--- src/rtl/dp_burst_mem.sv ---
// dp_burst_mem: operand RAM with valid/ready burst reader; define DP_BURST_MEM_WR_FWD_EN for write-first read-during-write
module dp_burst_mem #(
  parameter int DATA_WIDTH = 8,
  parameter int MEM_SIZE   = 64,
  parameter int ADDR_WIDTH = 6
) (
  input  logic                  clk,
  input  logic                  rst_n,
  input  logic                  wr_en,
  input  logic [ADDR_WIDTH-1:0] wr_addr,
  input  logic [DATA_WIDTH-1:0] wr_data,
  input  logic                  start,
  input  logic [ADDR_WIDTH-1:0] base_addr,
  input  logic [ADDR_WIDTH:0]   len,
  output logic                  busy,
  output logic                  out_valid,
  input  logic                  out_ready,
  output logic [DATA_WIDTH-1:0] out_data,
  output logic                  out_last,
  output logic                  done,
  output logic                  err
);
  localparam int IW = $clog2(MEM_SIZE);
  localparam logic [ADDR_WIDTH:0] SIZE = (ADDR_WIDTH+1)'(MEM_SIZE);
  localparam logic [ADDR_WIDTH:0] ONE = (ADDR_WIDTH+1)'(1);
  localparam logic [ADDR_WIDTH-1:0] TOP = ADDR_WIDTH'(MEM_SIZE - 1);
  typedef enum logic [1:0] {IDLE, RUN, DRAIN} state_t;
  state_t state;
  logic [DATA_WIDTH-1:0] mem [MEM_SIZE];
  logic [DATA_WIDTH-1:0] rd_data, buf0, buf1;
  logic [ADDR_WIDTH-1:0] rd_addr;
  logic [ADDR_WIDTH:0] rem;
  logic [1:0] cnt, wi;
  logic inflight, rd_last, last0, last1, pop, issue, wr_ok, fwd, bad;
  assign wr_ok = {1'b0, wr_addr} < SIZE;
  assign bad = len == '0 || len > SIZE || {1'b0, base_addr} >= SIZE;
  assign out_valid = cnt != 2'd0;
  assign out_data = buf0;
  assign out_last = out_valid && last0;
  assign pop = out_valid && out_ready;
  // wi is the buffer slot the in-flight word lands in; it also bounds issue so the buffer never overflows
  assign wi = cnt - {1'b0, pop};
  assign issue = state == RUN && ({1'b0, wi} + {2'b0, inflight}) < 3'd2;
`ifdef DP_BURST_MEM_WR_FWD_EN
  assign fwd = wr_en && wr_ok && wr_addr == rd_addr;
`else
  assign fwd = 1'b0;
`endif
  always_ff @(posedge clk) begin
    if (wr_en && wr_ok) mem[wr_addr[IW-1:0]] <= wr_data;
    if (issue) begin
      rd_data <= fwd ? wr_data : mem[rd_addr[IW-1:0]];
      rd_last <= rem == ONE;
    end
  end
  always_ff @(posedge clk) begin
    if (!rst_n) begin
      state <= IDLE;
      busy <= 1'b0;
      done <= 1'b0;
      err <= 1'b0;
      cnt <= '0;
      inflight <= 1'b0;
      buf0 <= '0;
      last0 <= 1'b0;
      rd_addr <= '0;
      rem <= '0;
    end else begin
      done <= 1'b0;
      err <= 1'b0;
      inflight <= issue;
      cnt <= wi + {1'b0, inflight};
      if (pop) begin
        buf0 <= buf1;
        last0 <= last1;
      end
      if (inflight && wi == 2'd0) begin
        buf0 <= rd_data;
        last0 <= rd_last;
      end
      if (inflight && wi == 2'd1) begin
        buf1 <= rd_data;
        last1 <= rd_last;
      end
      case (state)
        IDLE: if (start) begin
          err <= bad;
          if (!bad) begin
            rd_addr <= base_addr;
            rem <= len;
            busy <= 1'b1;
            state <= RUN;
          end
        end
        RUN: if (issue) begin
          rd_addr <= rd_addr == TOP ? '0 : rd_addr + ADDR_WIDTH'(1);
          rem <= rem - ONE;
          if (rem == ONE) state <= DRAIN;
        end
        DRAIN: if (pop && last0) begin
          state <= IDLE;
          busy <= 1'b0;
          done <= 1'b1;
        end
        default: state <= IDLE;
      endcase
    end
  end
endmodule

--- config.mk ---
export PLATFORM = sky130hd
export DESIGN_NAME = dp_burst_mem
export DESIGN_NICKNAME = d
export VERILOG_FILES = /design/src/rtl/dp_burst_mem.sv
export SDC_FILE = /design/constraint.sdc
export NUM_CORES = 1
export LEC_CHECK = 0
export CAP_MARGIN = 20
export CELL_PAD_IN_SITES_DETAIL_PLACEMENT = 0
export CELL_PAD_IN_SITES_GLOBAL_PLACEMENT = 1
export CORE_AREA = 2 2 238 240
export CTS_BUF_LIST = sky130_fd_sc_hd__clkbuf_8
export CTS_CLUSTER_SIZE = 10
export DETAILED_ROUTE_END_ITERATION = 16
export DIE_AREA = 0 0 240 242
export PLACE_DENSITY = 0.63
export SYNTH_ARGS = -nofsm -noshare
export SYNTH_HDL_FRONTEND = slang
export SYNTH_SLANG_ARGS = --single-unit
--- constraint.sdc ---
create_clock -name clk -period 2.32 [get_ports clk]
set_clock_uncertainty 0.05 [all_clocks]
set_input_delay 0.696 -clock clk [delete_from_list [all_inputs] [get_ports clk]]
set_output_delay 0.696 -clock clk [all_outputs]
set_load 0.02 [all_outputs]
Yosys cells after proc, flatten, opt, wreduce, memory -nomap -nowiden. Memories as Yosys holds them, arrays and structs flattened. A register that Yosys moved wholly into a read port is not among the register bits. Index checks and enable logic that the tools add are counted.

Register bits after elaboration: 40. Bits in writable memories: 512. Bits of input ports: 32. Word-level logic and storage cells: 77. Memories kept: 1.

Add/sub/neg operators: 5. Magnitude comparators: 2. Equal/unequal tests: 10. Multiplexer cells: 26. Reductions and logical operators: 20.

Memories: mem (words 64, bits a word 8, rd ports 1, clocked after memory_dff 1, wr ports 1, RTL line 29) `logic [DATA_WIDTH-1:0] mem [MEM_SIZE];`.

Operators by type and width (number): 2-to-1 mux 6 bit (4); 2-to-1 mux 7 bit (3); 2-to-1 mux 8 bit (2); case mux 7 bit (2 select lines) (1); case mux 6 bit (2 select lines) (1); 2-to-1 mux 2 bit (5); 2-to-1 mux 1 bit (8); inequality test 2 bit (second input constant) (4); AND reduction 4 bit (2); nonzero test 2 bit (4); == test 7 x 1 -> 1 bit (second input constant) (1); > comparator 7 bit (second input constant) (1); logical NOT 7 bit (1); subtractor 7 x 1 -> 7 bit (second input constant) (1); adder 6 x 1 -> 6 bit (second input constant) (1); == test 6 bit (second input constant) (1); logical AND 1 bit (6); case mux 2 bit (3 select lines) (1); AND reduction 5 bit (1); == test 2 x 1 -> 1 bit (second input constant) (2); logical NOT 2 bit (2); AND reduction 2 bit (2); adder 2 x 1 -> 3 bit (1); less-than comparator 3 x 2 -> 1 bit (second input constant) (1); 7 further kinds (7).

Logic depth before layout (Yosys ltp). Gate-level depths: netlist (run 1).

Depth after elaboration: 8. Mapped depth: 11.

Worst setup path after synthesis (run 1). OpenSTA, ideal clock, no wires.

Path kind: input to register. From: in len[5]. To: reg rd_addr[3]. Library setup time: 0.119 ns. Data arrival time: 2.250 ns. Required time: 2.151 ns. Slack: -0.098 ns. Cell stages on the path: 5. Buffers on the path: 1. Cells stage by stage: or4_4 o31a_1 o31a_1 buf_6 o221a_1.

Cells in the longest elaborated chain, start to end: 4. Elaborated cells between the ends (all ways): 5.

RTL lines: from (decl) (RTL line 14) `input logic [ADDR_WIDTH:0] len,`; > comparator 7 bit / logical NOT 7 bit (equally long branches) (RTL line 36) `assign bad = len == '0 || len > SIZE || {1'b0, base_addr} >= SIZE;`; logical OR 1 bit * (RTL line 36); inequality test 2 bit (no line) *; AND reduction 4 bit (no line) *; to (signal assigned) (RTL line 89) `rd_addr <= base_addr;`; to (signal assigned) (RTL line 96) `rd_addr <= rd_addr == TOP ? '0 : rd_addr + ADDR_WIDTH'(1);`; to (decl) (RTL line 31) `logic [ADDR_WIDTH-1:0] rd_addr;`.

Every way passes the cells marked *; elsewhere a longest branch is shown, timed or not. A chain may end at the register's enable or synchronous reset.

==> results of run 1 <==
how the worst min path moves through the flow:
stage                           from  endpoint  depth (start not counted)
after detailed placement  rd_data[6]   buf1[6]                          0
after global placement    rd_data[6]   buf1[6]                          0
after CTS                 rd_data[6]   buf1[6]                          0
final                     rd_data[6]   buf1[6]                          0
after global routing      rd_data[6]   buf1[6]                          0
after floorplan           rd_data[0]   buf1[0]                          0
layer usage:
layer	routed length [µm]	global-route usage (%)
met1	23500	26.7
met4	1100	5.13
met2	25300	29.4
met5	0	0
met3	3390	4.08
cell families (layout without fill, tap and decap cells):
group | count (synthesis) | in the layout | synth area share [%]
multiplexers | 151 | 151 | 13.6
AO/OA/AOI/OAI | 142 | 142 | 4.52
AND/OR/NAND/NOR | 226 | 226 | 4.77
flip-flops | 560 | 560 | 74.9
buffers and inverters | 72 | 454 | 1.93
adder cells (fa/ha/maj) | 5 | 5 | 0.284
metrics by stage:
stage	hold WS [ns]	setup TNS [ns]	instances
after global routing	0.419	-1.67	2294
final	0.401	-1.19	2294
after CTS	0.397	-1.24	2293
after global placement	0.385	-113.10	2108
after floorplan	0.376	-0.0410	1156
after detailed placement	0.385	-107.00	2108
critical path: stages, from the launching register on:
cell	delay, ns
dfxtp_4	0.42
buf_12	0.19
buf_4	0.17
mux4_2	0.52
a22o_4	0.25
o21ai_2	0.16
buf_4	0.13
o31a_1	0.24
o211ai_1	0.14
registers in the layout, summed over array words and instances, names as in the netlist, 2 cells and up:
register  flops
state         2
mem         512
out_data      8
cnt           2
rd_data       8
buf1          8
rem           7
rd_addr       6
synth_stat cells (all sizes together), types with 16 or more instances:
cell type,n
nand3,16
a22oi,32
mux4,118
nor2,88
buf,29
a21oi,33
clkbuf,34
edfxtp,530
o21ai,27
nand2,57
dfxtp,30
mux2i,26
power groups by stage:
| stage | Sequential (mW) | Clock, mW | Combinational [mW] |
|---|---|---|---|
| 4_1_cts | 11.3 | 8.13 | 2.42 |
| 2_1_floorplan | 11.4 | 0 | 1.25 |
| 6_report | 11.3 | 7.92 | 2.40 |
| 5_1_grt | 11.3 | 8.58 | 2.57 |
| 3_3_place_gp | 11.5 | 0 | 2.24 |
| 3_5_place_dp | 11.5 | 0 | 2.25 |
timing repair:
item | 4_1_cts | 5_1_grt
resized for setup | 67 | 14
pin swaps | 12 | 4
cloned | 1 | 0
endpoints found under the setup margin | 21 | 9
buffers inserted | 10 | 1
final cells by class:
cell class	count	area, µm²	area share (%)
Clock buffer	98	1350	5.02
Clock inverter	76	338	1.26
Inverter	9	33.8	0.126
Multi-Input combinational cell	524	5320	19.8
Sequential cell	560	16500	61.5
Tap cell	756	946	3.52
Timing Repair Buffer	271	2370	8.82
==> results.md, run 1 <==
* Status: complete, but fails checks
* Violated checks: negative setup slack
* Post-synth top area share at 72.2%
* Setup crit end: rd_data[3]
* Tmin final at 2.55 ns
* Worst-path fanout max at 9
* Io pins at 45
* Critical path origin: rd_addr[0]
* DRC errors left at 0
* GP Congestion at 0.808
* DRT iter0 DRCs at 865
* Clk buf depth at 3
* Root Driver: clkbuf_8
* Largest cells by area after synthesis: edfxtp_1 72%, mux4_2 12%, dfxtp_1 2.7%
* WL final at 53300 µm
* Worst VDD drop at 0.450 mV
* P&R area growth vs syn at 21.9%
* Max-cap violation count at 0
* Initial Util at 39.6%
* CP required at 2.66 ns
* Post-synth EDFFs at 530
* Placed cell area at 24800 µm²
* Hold Path Class: reg -> reg
* # hold bufs at CTS at 0
* Largest net degree at the start of global routing at 65
* WS Path Type: reg -> reg
* Vias in the first global route at 12305
* # setup viols final at 8
* Total track usage at 18.8%
* Final instance area at 26900 µm²
* Critical R2R Capture: rd_data[3]
* Share of layout cells above drive strength 1 at 34.1%
* CTS tree: built
* Via count at 11895
* Final period util at 110%
* Crit start category: flip-flop
* Synthesized cell area at 22100 µm²
* R2r setup slk at -0.23 ns
* Clock Power Share at 36.7%
* H-tree Lvls at 3
* Tot Pwr at 21.6 mW
* Reg power frac at 52.2%
* Grt total ovfl at 0
* Int Power at 16.3 mW
* Global-route wire length before repair at 79700 µm
* Final Hold Fails at 0
* Pwr dens at 802 nW/µm²
* Comb pwr share at 11.1%
* Post-Place Setup Slack at -0.575 ns
* Fillers at 4767
* Port Buffers at 44
* Asr flop ratio synth at 0%
* Clk sinks at 560
* Yosys top cell by area: edfxtp_1
* Die height at 242 µm
* Die area at 58100 µm²
* Rel. slew slack at 47.0%
* Post-synth top flop: edfxtp_1
* YS warnings at 0
* Sequential share of the synthesized area at 74.9%
* Synth unique cells at 56
* Syn_nets at 1193
* Cell count after synthesis at 1156
* P_leak at 8.96 nW
* RSZ-0062 raised after global routing: true
* Critical R2R Launch: rd_addr[0]
* Final Max Tran Viols at 0
* Worst setup EP type: flip-flop
* PnR worst setup slack at -0.232 ns
* Most frequent cells in the layout: 530 x edfxtp_1, 201 x buf_4, 117 x mux4_2
* Die extent in x at 240 µm
* Worst Path Arrival at 2.89 ns
* ANT cells at 0
* Worst Tran Pin Value at 0.795 ns
* Fin util at 48.2%
* Reg clk slew, reported paths at 0.06 ns
* Net Sw Power at 5.24 mW
* Initial antenna violation count at 1
* Syn avg cell area at 19.1 µm²
* Final nets at 1497
* CTS Buf Count at 94
* WL/cell at 23.2 µm
* Row count at 87
* 1st-pass router iterations at 5
* #FFs+latches synth at 560
* Antenna-violating nets left at 0
* Clk_lat worst skew at 0.67 ns
* Switching Share at 24.3%
* Fmax at 392 MHz
* Worst r2r path cells at 8
* HPWL Detailed at 34000 µm
* Most common cell after layout, fill and taps aside: edfxtp_1
* Core Area at 55700 µm²
* Routed vias/inst at 5.19
Power figures use the tool's default switching activity.
==> run 2, diff against run 1 <==
DONT_BUFFER_PORTS = 1   (was unset)
PLACE_DENSITY = 0.62   (was 0.63)
==> run 2 against run 1 <==
Compared with the run above: non-clock buffer count is 73 lower; global-route usage up 0.45 points; clock power down 1%; clock-buffer cell count shrank 3; critical endpoint is now rd_data[2]; the flow still finishes with violations (negative setup slack); routed wire length up 3.7%; die area unchanged; fmax increased by 0.90%; largest power group unchanged; via count decreased by 0.59%; sequential cell count did not move; critical path type unchanged; largest cell class unchanged; register-to-register slack gained 0.02 ns; critical path depth decreased by 1.
==> results.md, run 2 (same netlist as run 1, synthesis figures left out) <==
* Final Hold Fails at 0
* Worst Tran Pin Value at 0.639 ns
* Initial Util at 39.6%
* Antenna-violating nets left at 0
* Critical R2R Capture: rd_data[2]
* Post-Place Cells at 2028
* Worst hold path cell count at 0
* Hold WS at 0.0892 ns
* CTS Buf Count at 92
* Worst VDD drop at 0.438 mV
* Critical path origin: rd_addr[0]
* Die extent in x at 240 µm
* Port Buffers at 0
* Core Area at 55700 µm²
* Share of layout cells above drive strength 1 at 33.4%
* Rel. slew slack at 57.4%
* WL/cell at 24.9 µm
* Clk sinks at 560
* R2r setup slk at -0.21 ns
* Comb pwr share at 10.6%
* WL final at 55200 µm
* PnR worst setup slack at -0.210 ns
* GP Congestion at 0.782
* Global-route wire length before repair at 81100 µm
* Switching Share at 23.9%
* Final period util at 109%
* Tmin final at 2.53 ns
* Final Max Tran Viols at 0
* WS Path Type: reg -> reg
* Int Power at 16.3 mW
* Reg clk slew, reported paths at 0.06 ns
* 1st-pass router iterations at 5
* HPWL Detailed at 34600 µm
* DRT iter0 DRCs at 1056
* # hold bufs at CTS at 0
* Row count at 87
* Via count at 11825
* Hold_sp: wr_data[5]
* Max reg flops at 512
* Fillers at 4739
* Largest net degree at the start of global routing at 65
* Pwr dens at 810 nW/µm²
* Final nets at 1422
* Worst-path fanout max at 6
* Reg power frac at 52.8%
* Total track usage at 19.2%
* Fmax at 395 MHz
* Most common cell after layout, fill and taps aside: edfxtp_1
* Clk buf depth at 3
* Max-cap violation count at 0
* Initial antenna violation count at 2
* Violated checks: negative setup slack
* Vias in the first global route at 12230
* Hold Path Class: in -> reg
* Io pins at 45
* Crit start category: flip-flop
* Worst Path Arrival at 2.87 ns
* Clk_lat worst skew at 0.65 ns
* CTS tree: built
* Grt total ovfl at 0
* H-tree Lvls at 3
* Status: complete, but fails checks
* Die area at 58100 µm²
* Critical R2R Launch: rd_addr[0]
* DRC errors left at 0
* Worst r2r path cells at 7
* Tot Pwr at 21.4 mW
* RSZ-0062 raised after global routing: true
* Reg area at 16500 µm²
* Die height at 242 µm
* Multi-input logic area at 5340 µm²
* Final Non-Filler Cells at 2215
* Net Sw Power at 5.10 mW
* Root Driver: clkbuf_8
* CP required at 2.66 ns
* Clock Power Share at 36.7%
* Hold Path Sink: mem[19][5]
* P_leak at 8.62 nW
* ANT cells at 0
* Worst setup EP type: flip-flop
* Routed vias/inst at 5.34
* # setup viols final at 8
* P&R area growth vs syn at 19.6%
* Most frequent cells in the layout: 530 x edfxtp_1, 165 x buf_4, 117 x mux4_2
## run 2: per-stage QoR
stage | TNS, ns | worst slack [ns] | instance area (µm²) | util [%]
final | -1.07 | -0.210 | 26400 | 47.3
after global routing | -1.42 | -0.255 | 26400 | 47.3
after CTS | -1.08 | -0.187 | 26200 | 46.9
after detailed placement | -3.83 | -0.315 | 24200 | 43.4
after global placement | -3.79 | -0.336 | 24200 | 43.4
after floorplan | -0.0410 | -0.0410 | 22100 | -
## run 2: layout make-up
type / count / area share, %
inverter: 9 / 0.128
timing repair buffer: 198 / 7.13
multi-input combinational: 524 / 20.2
clock buffer: 95 / 4.96
sequential: 560 / 62.6
tap: 756 / 3.59
clock inverter: 73 / 1.31
## run 2: critical path: stages (launching register included)
cell	delay [ns]
dfxtp_4	0.44
buf_12	0.16
buf_12	0.11
mux4_2	0.50
a22o_4	0.26
a221oi_4	0.24
nor3_2	0.11
or4_1	0.40
## run 2: worst max-delay path by stage
stage                       endpoint  cells after the start  slack (ns)
final                     rd_data[2]                      7       -0.21
after global routing      rd_data[1]                      7       -0.25
after CTS                 rd_data[1]                      7       -0.19
after detailed placement  rd_data[1]                      7       -0.31
after global placement    rd_addr[1]                      6       -0.34
after floorplan           rd_addr[3]                      5       -0.04
## run 2: timing repair
item                                    4_1_cts  5_1_grt
pin swaps                                    16        8
setup buffers                                 8        8
endpoints found under the setup margin        9       10
gates resized for setup                      36       27
gates cloned                                  3        1
## run 2: per-layer routing
layer	GRT usage [%]	routed length, µm	vias to the layer above
li1	-	-	5194
met1	26.6	23900	6158
met2	30.1	26500	382
met3	5.22	3810	87
met4	5.13	1070	4
met5	0	28	-
## run 2: power groups by stage
stage          sequential, mW  combinational, mW  clock, mW
2_1_floorplan            11.4               1.25          0
3_3_place_gp             11.5               2.00          0
3_5_place_dp             11.5               2.01          0
4_1_cts                  11.3               2.18       8.06
5_1_grt                  11.3               2.39       8.50
6_report                 11.3               2.25       7.83
